===== src/rtl/clk_route_multi.sv =====
// Multi-channel emulation clock router: per-channel divided, glitch-free gated clocks with reset sequencers.
// Optional freeze input emu_stall is enabled by defining CLK_ROUTE_STALL_EN.
module clk_route_multi #(
   parameter int N_CH       = 4,
   parameter int DIV_W      = 16,
   parameter int RST_CYCLES = 4
) (
   input  logic                    emu_clk,
   input  logic                    emu_rst_n,
`ifdef CLK_ROUTE_STALL_EN
   input  logic                    emu_stall,
`endif
   input  logic [N_CH-1:0]         ch_run,
   input  logic [N_CH*DIV_W-1:0]   ch_half_period,
   output logic [N_CH-1:0]         ch_clk_val,
   output logic [N_CH-1:0]         ch_rise,
   output logic [N_CH-1:0]         ch_active,
   output logic [N_CH-1:0]         ch_rst
);

   localparam int SEQ_W = (RST_CYCLES == 0) ? 1 : $clog2(RST_CYCLES + 1);

   typedef enum logic [1:0] {S_IDLE, S_RUN, S_STOPPING} ch_state_t;

   logic stall;
`ifdef CLK_ROUTE_STALL_EN
   assign stall = emu_stall;
`else
   assign stall = 1'b0;
`endif

   for (genvar gi = 0; gi < N_CH; gi++) begin : g_ch
      ch_state_t        state_reg, state_next;
      logic [DIV_W-1:0] cnt_reg, cnt_next;
      logic             clk_reg, clk_next;
      logic             rise_reg, rise_next;
      logic [SEQ_W-1:0] seq_reg, seq_next;
      logic             rst_reg, rst_next;
      logic [DIV_W-1:0] half;
      logic             expire;

      assign half   = ch_half_period[gi*DIV_W +: DIV_W];
      assign expire = (cnt_reg == '0);

      always_comb begin
         state_next = state_reg;
         cnt_next   = cnt_reg;
         clk_next   = clk_reg;
         rise_next  = 1'b0;
         case (state_reg)
            S_IDLE: begin
               cnt_next = '0;
               clk_next = 1'b0;
               if (ch_run[gi]) begin
                  state_next = S_RUN;
                  cnt_next   = half;
               end
            end
            S_RUN, S_STOPPING: begin
               if (!ch_run[gi] && !clk_reg) begin
                  state_next = S_IDLE;
                  cnt_next   = '0;
               end else if (!expire) begin
                  cnt_next   = cnt_reg - 1'b1;
                  state_next = ch_run[gi] ? S_RUN : S_STOPPING;
               end else if (!ch_run[gi]) begin
                  // High phase has run its full length: finish low and park.
                  clk_next   = 1'b0;
                  state_next = S_IDLE;
                  cnt_next   = '0;
               end else begin
                  clk_next   = !clk_reg;
                  rise_next  = !clk_reg;
                  cnt_next   = half;
                  state_next = S_RUN;
               end
            end
            default: state_next = S_IDLE;
         endcase
         if (stall) begin
            state_next = state_reg;
            cnt_next   = cnt_reg;
            clk_next   = clk_reg;
            rise_next  = 1'b0;
         end
      end

      // ch_rst lags the count by one edge so it drops the edge after the final rise.
      always_comb begin
         seq_next = seq_reg;
         if (rise_next && (seq_reg < SEQ_W'(RST_CYCLES)))
            seq_next = seq_reg + 1'b1;
         rst_next = stall ? rst_reg : (seq_reg < SEQ_W'(RST_CYCLES));
      end

      always_ff @(posedge emu_clk) begin
         if (!emu_rst_n) begin
            state_reg <= S_IDLE;
            cnt_reg   <= '0;
            clk_reg   <= 1'b0;
            rise_reg  <= 1'b0;
            seq_reg   <= '0;
            rst_reg   <= 1'b1;
         end else begin
            state_reg <= state_next;
            cnt_reg   <= cnt_next;
            clk_reg   <= clk_next;
            rise_reg  <= rise_next;
            seq_reg   <= seq_next;
            rst_reg   <= rst_next;
         end
      end

      assign ch_clk_val[gi] = clk_reg;
      assign ch_rise[gi]    = rise_reg;
      assign ch_active[gi]  = (state_reg != S_IDLE);
      assign ch_rst[gi]     = rst_reg;
   end

endmodule


===== config.mk =====
export PLATFORM = sky130hd
export DESIGN_NAME = clk_route_multi
export DESIGN_NICKNAME = d
export VERILOG_FILES = /design/src/rtl/clk_route_multi.sv
export SDC_FILE = /design/constraint.sdc
export NUM_CORES = 1
export LEC_CHECK = 0
export BUFFER_PORTS_ARGS = -buffer_cell sky130_fd_sc_hd__buf_2
export CAP_MARGIN = 40
export CORE_MARGIN = 2
export CORE_UTILIZATION = 51
export CTS_CLUSTER_DIAMETER = 30
export DETAILED_ROUTE_END_ITERATION = 10
export HOLD_SLACK_MARGIN = 0.12
export PLACE_DENSITY_LB_ADDON = 0.1
export SYNTH_ARGS = -nofsm -noshare
export SYNTH_HDL_FRONTEND = slang
export SYNTH_SLANG_ARGS = --single-unit

===== constraint.sdc =====
create_clock -name emu_clk -period 2.02 [get_ports emu_clk]
set_clock_uncertainty 0.05 [all_clocks]
set_input_delay 0.202 -clock emu_clk [delete_from_list [all_inputs] [get_ports emu_clk]]
set_output_delay 0.202 -clock emu_clk [all_outputs]
set_load 0.02 [all_outputs]

# Word level (Yosys, flattened, before mapping)
# Index checks and enable logic that the tools add are counted.
[word_totals] regBits=96 in_bits=70 out_inout_bits=16 wordCells=164
[classes] addsub=8 n_lt_le_gt_ge=4 n_eq_ne=20 n_mux=68 n_reduce_logical=40
[ops] cell="$mux 16" n=12
[ops] cell="$pmux 16 s2" n=4
[ops] cell="$logic_not 16->1" n=4
[ops] cell="$sub 16x1->16 const B" n=4
[ops] cell="$mux 2" n=16
[ops] cell="$mux 1" n=28
[ops] cell="$ne 2x2->1 const B" n=12
[ops] cell="$pmux 2 s2" n=4
[ops] cell="$reduce_bool 2->1" n=8
[ops] cell="$add 3x1->3 const B" n=4
[ops] cell="$lt 3x3->1 const B" n=4
[ops] cell="$reduce_and 3->1" n=4
[ops] cell="$eq 2x1->1 const B" n=4
[ops] cell="$eq 2x2->1 const B" n=4
[ops] cell="$logic_and 1x1->1" n=8
[ops] cell="$logic_not 1->1" n=8
[ops] cell="$logic_not 2->1" n=4
[ops] cell="$pmux 1 s2" n=4
[ops] cell="$reduce_or 2->1" n=4

# Depth between registers and ports, before layout
[logic_depth] depth_word=6 mapped_depth=9

# Worst setup path after synthesis
# OpenSTA, ideal clock, no wires.
[synth_timing] kind="register -> register" startpoint="register g_ch[2].state_reg[1]" endpoint="register g_ch[2].cnt_reg[12]" arrival_time_ns=1.790 slack_ns=0.058 stages_incl_launch_ff=9 n_path_buf=2 path_cell_list="dfxtp_1 inv_1 ha_1 clkbuf_1 a21oi_1 clkbuf_1 nand3_1 a21oi_1 a221o_1"
[synth_between] elab_chain_cells=3 elab_cells_between_ends=6 cone_classes="2 x eq/ne; 1 x mux; 3 x reduce/logical"
[synth_rtl] element="start, declared" line="33" rtl="ch_state_t state_reg, state_next;"
[synth_rtl] element="start signal, assigned" line="105" rtl="state_reg <= state_next;"
[synth_rtl] element="$eq 2x1->1 or $eq 2x2->1 (tied branches)" line="50" rtl="case (state_reg)"
[synth_rtl] element="$reduce_or 2->1" line="50"
[synth_rtl] element="$pmux 16 s2 or $reduce_bool 2->1 (tied branches)"
[synth_rtl] element="end signal, assigned" line="106" rtl="cnt_reg <= cnt_next;"
[synth_rtl] element="end, declared" line="34" rtl="logic [DIV_W-1:0] cnt_reg, cnt_next;"
# Several ways; a longest one is shown, not always the timed one.
# A chain may end at the register's enable or synchronous reset.

# Final worst setup path
[layout_timing] startpoint="register g_ch[3].cnt_reg[0]" endpoint="register g_ch[3].cnt_reg[7]"
[layout_between] elab_chain_cells=4 elab_cells_between_ends=5 cone_classes="1 x add/sub; 3 x mux; 1 x reduce/logical"
[layout_rtl] element="start, declared" line="34"
[layout_rtl] element="start signal, assigned" line="106"
[layout_rtl] element="$sub 16x1->16 or $logic_not 16->1 (tied branches)" line="64, 43"
[layout_rtl] element="$mux 16 *" line="63" rtl="end else if (!expire) begin"
[layout_rtl] element="$mux 16 *" line="60" rtl="if (!ch_run[gi] && !clk_reg) begin"
[layout_rtl] element="$pmux 16 s2 *" line="50"
# Every way passes the cells marked *; elsewhere a longest branch is shown, timed or not.

==> out/summary.txt <==
Dpl hpwl - 12.4 mm
Die footprint - 12,700 um^2
Peak supply drop - 0.497 mV
Setup crit start kind - flop
Ys flop type - dfxtp_1
DRT iter0 DRCs - 577
Setup CP Type - reg -> reg
Crit end category - flop
Max_cap viols - 0
Sequential fraction of the synthesis area - 31.8%
Max clock buf depth - 2
Min-delay worst type - in -> reg
Layout net count - 983
Fraction of registers with async set/reset - 0%
Final setup fails - 0
Max-slew violations - 0
Initial Util - 52.5%
Routed via count - 6,378
Overall Global Routing Usage - 26.7%
Syn-to-layout area delta - 25.1%
Required @ worst endpoint - 2200 ps
Number of flip-flops in the largest register - 64
Vias/cell - 6.13
Post-synth cell types - 81
Clock sinks - 96
Row Count - 39
Setup TNS Final - 0 ps
Max FO, Critical Path - 14
Number of global-route vias before repair - 5,988
Share of cells above drive strength 1 - 24.7%
Synth Warn # - 0
Die width - 113 um
Initial antenna violation count - 0
Status - complete, but fails checks
RSZ-0062 raised after global routing - true
Per-cell routed wire length - 16.6 um
Crit path time final - 1980 ps
CTS tree - done
Reg clk slew, reported paths - 70 ps
Post-layout util - 65.7%
Fin crit share - 98.1%
Buffers on Ports - 85
Mapped cell area - 6050 um^2
Fillers - 991
DR pass1 iterations - 8
Routed Antenna Nets - 0
Post-synth top area share - 31.8%
Worst slack, placed - -71.0 ps
Largest net degree at the start of global routing - 22
CTS H-tree depth - 3
Yosys top cell by area - dfxtp_1
Setup slack, reg-to-reg - 40 ps
Leak - 3.09 nW
Fmax - 505 MHz
Skew-Pair Late Insertion Delay - 350 ps
Routability cong. - 0.918
Post-synth EDFFs - 0
Synthesized instance count - 752
Critical path arrival - 2160 ps
Worst-Margin Slew - 489 ps
IO Pins - 86
PwrDens - 787 nW/um^2
Clock root buffer - clkbuf_16
Syn avg cell area - 8.04 um^2
# DRC - 8
Failing checks - design-rule violations
Core area - 11,500 um^2
Synth Register Bits - 96
TritonCTS Buffers - 9
Synth top area cells - dfxtp_1, nand2_1, ha_1
GRT overflow - 0
Slew HR - 67.1%
DIE HEIGHT - 113 um
First-pass GRT wire length - 28.3 mm
Final setup margin - 37.9 ps
N_diodes - 0
Hold Fails Final Rpt - 0
Final WL - 17.3 mm
Syn_nets - 842
[cells in the final DEF (no fill, tap or decap), types with 8 or more instances in the layout]
cell / synthesis / routed
a21oi_1: 40 / 39
xnor2_1: 9 / 9
buf_2: 5 / 85
dlygate4sd3_1: 0 / 24
nand2_1: 80 / 79
clkbuf_16: 0 / 9
o22ai_1: 8 / 8
ha_1: 20 / 19
a22o_1: 9 / 9
a31oi_1: 24 / 24
nor4_1: 14 / 14
inv_1: 31 / 28
o21ai_0: 36 / 36
nand4_1: 11 / 11
nand3_1: 33 / 32
or3_1: 10 / 10
nor2_1: 58 / 57
dfxtp_1: 96 / 94
buf_4: 16 / 70
o21ai_1: 10 / 10
nor3_1: 34 / 32
[what timing repair did]
action,CTS,global route
pin swaps,0,10
buffers inserted,0,4
hold buffers,24,0
endpoints found under the hold margin,24,0
gates cloned,0,0
endpoints found under the setup margin,14,45
gates resized for setup,7,23
[stage by stage]
step	cells	area, um^2	total power, mW	hold slack [ps]
after detailed placement	997	6890	4.06	356
after global routing	1041	7570	6.27	141
after CTS	1037	7470	5.88	122
after global placement	997	6890	4.02	345
after floorplan	752	6050	3.44	290
final	1041	7570	5.96	121
[cell usage after synthesis, types with 5 or more instances]
| library cell | number |
|---|---|
| nand4b_1 | 6 |
| nor3b_1 | 8 |
| nor2b_1 | 6 |
| a32oi_1 | 5 |
| nor4_1 | 14 |
| buf_2 | 5 |
| a31oi_1 | 24 |
| or3_1 | 10 |
| buf_4 | 16 |
| mux2i_1 | 7 |
| o21ai_0 | 36 |
| nand3_1 | 33 |
| a221o_1 | 6 |
| a211oi_1 | 6 |
| nand2_1 | 80 |
| a22o_1 | 9 |
| o22ai_1 | 8 |
| nor4_4 | 5 |
| o21ai_1 | 10 |
| nor2_1 | 58 |
| xnor2_1 | 9 |
| dfxtp_1 | 96 |
| nand4_1 | 11 |
| inv_1 | 31 |
| ha_1 | 20 |
| o2bb2ai_1 | 7 |
| clkbuf_1 | 25 |
| a221oi_1 | 6 |
| nor3_1 | 34 |
| xor2_1 | 7 |
| nand2b_1 | 5 |
| a21oi_1 | 40 |
| a21o_1 | 7 |
[layer usage]
| layer | GRT usage [%] | part of all wire, % | wire length, um | vias to the layer above |
|---|---|---|---|---|
| met4 | 9.84 | 2.1 | 367 | 0 |
| met1 | 36.8 | 45 | 7700 | 2985 |
| met5 | 0 | 0 | 0 | - |
| met2 | 43.2 | 47 | 8060 | 253 |
| met3 | 3.37 | 6.6 | 1140 | 36 |
| li1 | - | - | - | 3104 |
[power by group]
group          total, mW  switching, mW  internal, mW
registers           2.21          0.176          2.03
logic               1.98           1.05         0.928
clock network       1.77          0.772         0.999
[kinds of logic after synthesis]
logic type | synth area share [%]
xor+xnor | 2.32
flops | 31.8
fa+ha+maj | 4.14
compound gates | 24.5
simple gates | 28.7
mux | 1.53
buf+inv | 6.99
[worst paths after layout]
| path | to | depth (start not counted) | startpoint |
|---|---|---|---|
| worst max-delay path | g_ch[3].cnt_reg[7] | 9 | g_ch[3].cnt_reg[0] |
| worst min-delay path | g_ch[0].cnt_reg[8] | 3 | ch_half_period[8] |
| worst max register to register | g_ch[3].cnt_reg[7] | 9 | g_ch[3].cnt_reg[0] |
| worst min register to register | g_ch[1].rst_reg | 1 | g_ch[1].seq_reg[2] |
[critical path: stages (launching register included)]
cell and delay [ps]:
dfxtp_2 370, inv_2 60, ha_1 200, nor4b_2 160, buf_4 150, a41o_1 270, buf_6 160, and3_1 180
a31oi_1 150, o22ai_1 100
[area by class of cell]
| class | instances | area, um^2 | area share [%] |
|---|---|---|---|
| clock buffer | 10 | 239 | 3.16 |
| clock inverter | 6 | 67.6 | 0.893 |
| inverter | 33 | 124 | 1.64 |
| multi-input combinational | 569 | 3790 | 50.0 |
| sequential | 96 | 1920 | 25.4 |
| tap | 143 | 179 | 2.36 |
| timing repair buffer | 184 | 1250 | 16.5 |
Note: power is estimated with default switching activity, not from simulation.
